$ cat src/rtl/vga_fb_arbiter.sv
// vga_fb_arbiter: shares one single-port synchronous frame RAM between the
// display read path (absolute priority while ready_sig is high) and a host
// pixel writer that is buffered in a one-entry holding register and drained
// only in blanking cycles.
//
// Host handshake: a write transfers on a rising vga_clk edge where
// wr_req & wr_ready are both high. The host keeps wr_req, wr_addr and wr_data
// stable until that edge. wr_ready is ~hold_valid, decoded from registered
// state only, so it never depends combinationally on wr_req.
module vga_fb_arbiter #(
   parameter int DATA_W      = 16,
   parameter int ADDR_W      = 19,
   parameter int FRAME_PIX   = 480000,
   parameter int VBLANK_ONLY = 0
) (
   input  logic              vga_clk,
   input  logic              rst_n,
   input  logic              vsync_sig,
   input  logic              ready_sig,
   input  logic              wr_req,
   output logic              wr_ready,
   input  logic [ADDR_W-1:0] wr_addr,
   input  logic [DATA_W-1:0] wr_data,
   output logic              wr_err,
   output logic [ADDR_W-1:0] ram_addr,
   output logic              ram_we,
   output logic [DATA_W-1:0] ram_wdata,
   input  logic [DATA_W-1:0] ram_rdata,
   output logic [DATA_W-1:0] pix_data,
   output logic              pix_valid,
   output logic              frame_done,
   output logic              dbg_hold_state
);

   localparam logic [ADDR_W-1:0] LP_LAST_PIX = ADDR_W'(FRAME_PIX - 1);

   typedef enum logic {
      ST_EMPTY = 1'b0,
      ST_FULL  = 1'b1
   } hold_state_t;

   hold_state_t       r_hold_state;
   hold_state_t       w_hold_next;
   logic [ADDR_W-1:0] r_rd_ptr;
   logic [ADDR_W-1:0] r_hold_addr;
   logic [DATA_W-1:0] r_hold_data;
   logic              r_hold_oor;
   logic              r_pix_valid;
   logic              r_frame_done;
   logic              r_wr_err;

   logic              w_hold_valid;
   logic              w_accept;
   logic              w_addr_oor;
   logic              w_drain_ok;
   logic              w_drain;

   assign w_hold_valid = (r_hold_state == ST_FULL);
   assign w_accept     = wr_req & ~w_hold_valid;
   assign w_addr_oor   = (32'(wr_addr) >= 32'(FRAME_PIX));

   // Drain window: any non-active cycle, or only the vertical blank before VSYNC.
   always_comb begin
      w_drain_ok = 1'b1;
      if (VBLANK_ONLY != 0) begin
         w_drain_ok = r_frame_done & vsync_sig;
      end
   end

   // An out-of-range entry is dropped, never written to the RAM.
   assign w_drain = ~ready_sig & w_drain_ok & w_hold_valid & ~r_hold_oor;

   // Display read pointer: restarts on VSYNC low, counts active pixels, wraps per frame.
   always_ff @(posedge vga_clk or negedge rst_n) begin
      if (!rst_n) begin
         r_rd_ptr     <= '0;
         r_frame_done <= 1'b0;
      end else if (!vsync_sig) begin
         r_rd_ptr     <= '0;
         r_frame_done <= 1'b0;
      end else if (ready_sig) begin
         if (r_rd_ptr == LP_LAST_PIX) begin
            r_rd_ptr     <= '0;
            r_frame_done <= 1'b1;
         end else begin
            r_rd_ptr <= r_rd_ptr + ADDR_W'(1);
         end
      end
   end

   // Pixel qualifier follows ready_sig by one cycle, matching the RAM read latency.
   always_ff @(posedge vga_clk or negedge rst_n) begin
      if (!rst_n) begin
         r_pix_valid <= 1'b0;
      end else begin
         r_pix_valid <= ready_sig;
      end
   end

   // Holding FSM state register.
   always_ff @(posedge vga_clk or negedge rst_n) begin
      if (!rst_n) begin
         r_hold_state <= ST_EMPTY;
      end else begin
         r_hold_state <= w_hold_next;
      end
   end

   // Holding FSM next state: fill on accept, empty after a drain or a dropped entry.
   always_comb begin
      w_hold_next = r_hold_state;
      case (r_hold_state)
         ST_EMPTY: if (w_accept) w_hold_next = ST_FULL;
         ST_FULL:  if (w_drain || r_hold_oor) w_hold_next = ST_EMPTY;
         default:  w_hold_next = ST_EMPTY;
      endcase
   end

   // Holding payload capture and sticky out-of-range error.
   always_ff @(posedge vga_clk or negedge rst_n) begin
      if (!rst_n) begin
         r_hold_addr <= '0;
         r_hold_data <= '0;
         r_hold_oor  <= 1'b0;
         r_wr_err    <= 1'b0;
      end else if (w_accept) begin
         r_hold_addr <= wr_addr;
         r_hold_data <= wr_data;
         r_hold_oor  <= w_addr_oor;
         if (w_addr_oor) begin
            r_wr_err <= 1'b1;
         end
      end
   end

   // RAM port mux: reads own the port during active video, drains take idle cycles.
   always_comb begin
      ram_addr  = r_rd_ptr;
      ram_we    = 1'b0;
      ram_wdata = '0;
      if (w_drain) begin
         ram_addr  = r_hold_addr;
         ram_we    = 1'b1;
         ram_wdata = r_hold_data;
      end
   end

   assign wr_ready       = ~w_hold_valid;
   assign wr_err         = r_wr_err;
   assign pix_valid      = r_pix_valid;
   assign pix_data       = r_pix_valid ? ram_rdata : '0;
   assign frame_done     = r_frame_done;
   assign dbg_hold_state = r_hold_state;

endmodule
$ cat config.mk
export PLATFORM = sky130hd
export DESIGN_NAME = vga_fb_arbiter
export DESIGN_NICKNAME = d
export VERILOG_FILES = /design/src/rtl/vga_fb_arbiter.sv
export SDC_FILE = /design/constraint.sdc
export NUM_CORES = 1
export LEC_CHECK = 0
export BUFFER_PORTS_ARGS = -buffer_cell sky130_fd_sc_hd__buf_2
export CAP_MARGIN = 20
export CORE_MARGIN = 5
export CORE_UTILIZATION = 45
export CTS_CLUSTER_DIAMETER = 120
export DETAILED_ROUTE_END_ITERATION = 6
export PLACE_DENSITY_LB_ADDON = 0.08
export SYNTH_ARGS = -nofsm -noshare
export SYNTH_HDL_FRONTEND = slang
export SYNTH_SLANG_ARGS = --single-unit
$ cat constraint.sdc
create_clock -name vga_clk -period 1.9 [get_ports vga_clk]
set_input_delay 0.38 -clock vga_clk [delete_from_list [all_inputs] [get_ports vga_clk]]
set_output_delay 0.38 -clock vga_clk [all_outputs]
set_load 0.1 [all_outputs]
Yosys cells after proc, flatten, opt, wreduce, memory -nomap -nowiden --
Cells that the tools add are included.
Storage, ports and cells: output and inout bits 57, bits in registers 59, input port bits 56, logic and storage cells 35
Operators by class: reductions and logical operators 3, bitwise operators 6, equality and inequality tests 3, multiplexer cells 13, $lt $le $gt $ge 1, add/sub/neg operators 1
Operator list (count):
- 19-bit 2-to-1 mux | 4
- 16-bit 2-to-1 mux | 2
- 19-bit by 1-bit adder with 19-bit output, second input constant | 1
- 19-bit equality test, second input constant | 1
- 19-bit greater-or-equal comparator, second input constant | 1
- 1-bit 2-to-1 mux | 6
- 2-bit by 1-bit != test with 1-bit output, second input constant | 2
- 2-bit AND reduction | 2
- 1-bit bitwise AND | 3
- 1-bit NOT | 3
- 1-bit case mux with 2 select lines | 1
- 1-bit logical OR | 1

Depth between registers and ports, before layout --
depth after elaboration 6, depth in mapped cells 6, mapped depth without buffers 5

Worst setup path after synthesis --
OpenSTA, ideal clock, no wires.
path type flip-flop to output port, start reg r_hold_state, in the netlist dbg_hold_state, end out ram_addr[16], path buffers 2, arrival time 4.873 ns, setup slack -3.353 ns, stages on the path, launching flop included 6, data required time 1.520 ns, cells stage by stage dfrtp_1 > inv_1 > nor3_1 > clkbuf_1 > clkbuf_1 > o21ai_0
Between the ends: word-level cells in the longest chain between the ends 3
Ends and longest elaborated chain:
- start, declared | line 42 | hold_state_t r_hold_state;
- start signal, assigned | line 105 | r_hold_state <= w_hold_next;
- 1-bit bitwise AND (2 in series) | line 71 | assign w_drain = ~ready_sig & w_drain_ok & w_hold_valid & ~r_hold_oor;
- 19-bit 2-to-1 mux | line 141 | if (w_drain) begin
- end, declared | line 25 | output logic [ADDR_W-1:0] ram_addr,
No other way between the ends.

Worst setup path after layout --
start reg r_hold_state, in the netlist dbg_hold_state, end out ram_addr[4]
The elaborated chain is that of the path after synthesis.

==> summary by stage <==
Global routing
The total overflow left after global routing is 0. The via count of the first global-routing pass is 2723. The global-route wire length before repair is 13300 um.

Entering global routing, the biggest net connects 60 pins. The initial antenna violation count is 0. In the global route stage, overall resource usage came out at 0.197.

STA
The minimum clock period is 2150 ps. In the post-route analysis, the smallest setup slack over all paths is -253 ps. For the final database, setup skew stands at 5.10 ps. At the pin with the least slew margin, the transition time is 499 ps. The maximum clock rate is 0.464 GHz. The part of the cycle the worst path needs is 1.13. Adding up every negative setup slack in the final design gives -7280 ps.

The number of max-slew violations in the final report is 0. Setup repair after global routing could not meet its margin everywhere. The worst max-slew margin expressed relative to the limit is 0.669. The count of final hold-check violations is 0. The final number of setup-violating endpoints is 36.

Power
In this run the power density over the cells is roughly 960 nW/um^2. The maximum vdd drop is 0.000775 V. The total chip power is 4.59 mW. The reported leakage power is roughly 2.2 nW.

Routing
The routed layout has 2587 vias. The number of nets still failing antenna checks after routing is 0. Before antenna repair, the detailed router went through 5 iterations. The sum of met3 wire segment lengths after detailed routing is 527 um. Summed over all layers, the routed wires come to 8030 um. The highest layer used for signal routing is met4. The average routed wire per standard cell is 16.2 um. After detailed routing, the number of remaining DRC violations is 0. Dividing the detail-routed via count by the number of cells gives 5.21. The initial detailed-routing violation count is 95. The met1 routed wirelength after detailed routing is 3250 um. After detailed routing, the met2 layer carries 4140 um of wire.

Clocking
The clock reaches the later pin of the worst-skew pair after 330 ps. The count of clock tree sinks is 59. The H-tree depth reported by CTS is 3. After clock tree synthesis, the clock-pin slew on the worst setup and hold paths is 60 ps.

TritonCTS created 9 clock buffers. TritonCTS built the clock tree. The maximum number of buffers from clock root to sink is 2. The hold-fix buffer count after cts is 0. The tree is rooted in a sky130_fd_sc_hd__clkbuf_8.

Floorplan
The die footprint is about 8500 um^2. The placeable core region is about 6500 um^2. The initial core utilization is 0.468.

The number of rows created at floorplan is 29. The die is just over 90 um wide. The floorplan step set the die height to between 90 and 100 um. For this design the top-level I/O count stands at 113.

Placement
The final estimated routing congestion in global placement is 0.855. The count of buffers from port buffering is 112. Summing all placed instances gives a cell area of 4320 um^2.

The detailed placement HPWL is just under 6000 um. The total instance count after detailed placement is roughly 480.

Yosys
The netlist area before placement is 3030 um^2. The number of synthesis warnings is 0. Ranked by instance count, the synthesized netlist is headed by 59 x sky130_fd_sc_hd__dfrtp_1, 52 x sky130_fd_sc_hd__mux2_2, 32 x sky130_fd_sc_hd__and2_1, 14 x sky130_fd_sc_hd__nand2_1, 11 x sky130_fd_sc_hd__a21oi_1.

The most common cell in the netlist is sky130_fd_sc_hd__dfrtp_1. After synthesis the netlist holds a flip-flop and latch count of slightly below 60. The proportion of synthesized chip area in sequential cells is 0.488. By area the synthesized netlist is led by sky130_fd_sc_hd__dfrtp_1 49%, sky130_fd_sc_hd__mux2_2 19%, sky130_fd_sc_hd__and2_1 6.6%. The cell accounting for the most synthesized area is sky130_fd_sc_hd__dfrtp_1. The average instance area after synthesis is 11.2 um^2. When the netlist entered floorplanning its net count stood at 327.

Counting distinct cell types in the post-synthesis netlist gives 47. The flip-flop cell with the highest count after synthesis is sky130_fd_sc_hd__dfrtp_1. In this run, synthesis inferred 0 flip-flops with an integrated enable.

The share of the synthesized area in the top cell type is 0.488. Counting every instance in the synthesized netlist gives 270. The share of synthesized flip-flops with an asynchronous set or reset is 1.00.

Final layout
The count of non-filler cells in the finished layout is 497. In the final layout, the share of cells above drive strength 1 is 0.648. The number of nets in the layout is approximately 470. The layout overhead on the synthesized area is 57.7%. The final cell area excluding filler cells is 4770 um^2.

The repair_antennas step left the layout with diodes totalling 0.

Worst setup path
In this run the worst path has a maximum fanout of 13. The worst setup path is captured at a primary output. Among all stages on the critical path, the largest delay is contributed by sky130_fd_sc_hd__dfrtp_4. The startpoint-to-endpoint class of the critical path is flop to primary output. The worst setup path is launched from a flop. The cell family contributing the most delay on the critical path is buffers and inverters. Walking the worst path, the cells encountered are clkinvlp_4 > nor3_4 > buf_12 > mux2_2 > buf_6. The maximum single-stage delay on the critical path is 420 ps. At the worst endpoint, the arrival time is 1770 ps. The count of buffer and inverter cells on the critical path is 3. The required time at the endpoint of the critical path is 1520 ps.

Status
The checks that failed: setup timing. The run finished, with violations left.

Hold path
The tightest min-delay check is of the input port to asynchronous set/reset pin type.

Flow run
Max-cap violations in this run came to 0.
[power by group]
group	switching (mW)	internal [mW]	leakage, nW
sequential	0.114	1.46	0.732
clock	0.471	0.569	0.0953
combinational	1.24	0.736	1.34
total	1.82	2.77	2.16
[what timing repair did]
item / CTS / global route
gates resized for setup: 54 / 13
pin swaps: 0 / 3
cloned: 0 / 1
setup buffers: 2 / 3
endpoints found under the setup margin: 40 / 48
[cell usage in the layout (no fill, tap or decap), types with 2 or more instances in the layout]
cell type                  Yosys  final
sky130_fd_sc_hd__buf_2         1     76
sky130_fd_sc_hd__dfrtp_1      59     57
sky130_fd_sc_hd__mux2_2       52     43
sky130_fd_sc_hd__buf_12        0     31
sky130_fd_sc_hd__buf_4         2     29
sky130_fd_sc_hd__and2_4        0     16
sky130_fd_sc_hd__and2_2        0     16
sky130_fd_sc_hd__buf_6         0     13
sky130_fd_sc_hd__nand2_1      14     12
sky130_fd_sc_hd__clkbuf_8      1     12
sky130_fd_sc_hd__a21oi_1      11     11
sky130_fd_sc_hd__nor2_1       10     10
sky130_fd_sc_hd__mux2_4        0      9
sky130_fd_sc_hd__o21ai_0      10      8
sky130_fd_sc_hd__or3_1         8      7
sky130_fd_sc_hd__nand4_1       6      6
sky130_fd_sc_hd__inv_1         6      5
sky130_fd_sc_hd__nand3_1       4      4
sky130_fd_sc_hd__xnor2_1       4      4
sky130_fd_sc_hd__o31ai_1       4      3
sky130_fd_sc_hd__xor2_1        3      3
sky130_fd_sc_hd__nand2_2       0      2
sky130_fd_sc_hd__o21ai_4       0      2
sky130_fd_sc_hd__nor2b_4       1      2
sky130_fd_sc_hd__or4b_4        0      2
sky130_fd_sc_hd__or3_2         2      2
sky130_fd_sc_hd__nor3_1        3      2
sky130_fd_sc_hd__clkinv_2      0      2
[path summary, 6_finish.rpt]
kind	startpoint	to	slack, ps	cells after the start
max	dbg_hold_state$_DFF_PN0_	ram_addr[4]	-250	5
min	rst_n	r_hold_data[12]$_DFFE_PN0P_	40	2
max reg2reg	r_rd_ptr[0]$_DFFE_PN0P_	r_rd_ptr[13]$_DFFE_PN0P_	40	6
min reg2reg	wr_err$_DFFE_PN0P_	wr_err$_DFFE_PN0P_	490	1
max in group asynchronous	rst_n	pix_valid$_DFF_PN0_	1580	2
min in group vga_clk	ready_sig	pix_valid$_DFF_PN0_	260	1
[cell families (layout without fill, tap and decap cells)]
kind of cell,after synthesis,after routing,share of synthesized area
AND/OR/NAND/NOR,97,97,0.195
flip-flops,59,59,0.488
multiplexers,52,52,0.194
AO/OA/AOI/OAI,34,34,0.0682
buffers and inverters,20,170,0.0310
XOR/XNOR,7,7,0.0203
adder cells (fa/ha/maj),1,1,0.00413
[registers in the layout, indices dropped and copies added (netlist names)]
name,cells
r_hold_data,16
wr_err,1
dbg_hold_state,1
pix_valid,1
r_hold_oor,1
frame_done,1
r_rd_ptr,19
r_hold_addr,19
[layout make-up]
class,count,area (um^2)
Fill cell,466,1690
Multi-Input combinational cell,191,1620
Sequential cell,59,1480
Timing Repair Buffer,149,1370
Clock buffer,13,169
Tap cell,77,96.3
Inverter,6,26.3
Clock inverter,2,10.0
[per-layer routing]
| metal | track usage | vias to the layer above |
|---|---|---|
| met5 | 0 | - |
| met4 | 0.0644 | 0 |
| met3 | 0.0516 | 11 |
| met2 | 0.343 | 89 |
| met1 | 0.238 | 1243 |
| li1 | - | 1244 |
[through the flow]
step | hold slack, ps | setup slack [ps] | utilization
4_1_cts | 51.1 | -268 | 0.728
6_report | 38.9 | -253 | 0.739
3_5_place_dp | 412 | -118 | 0.668
2_1_floorplan | 84.4 | -700 | -
5_1_grt | 66.4 | -313 | 0.739
3_3_place_gp | 413 | -91.2 | 0.668
Power figures use the tool's default switching activity.
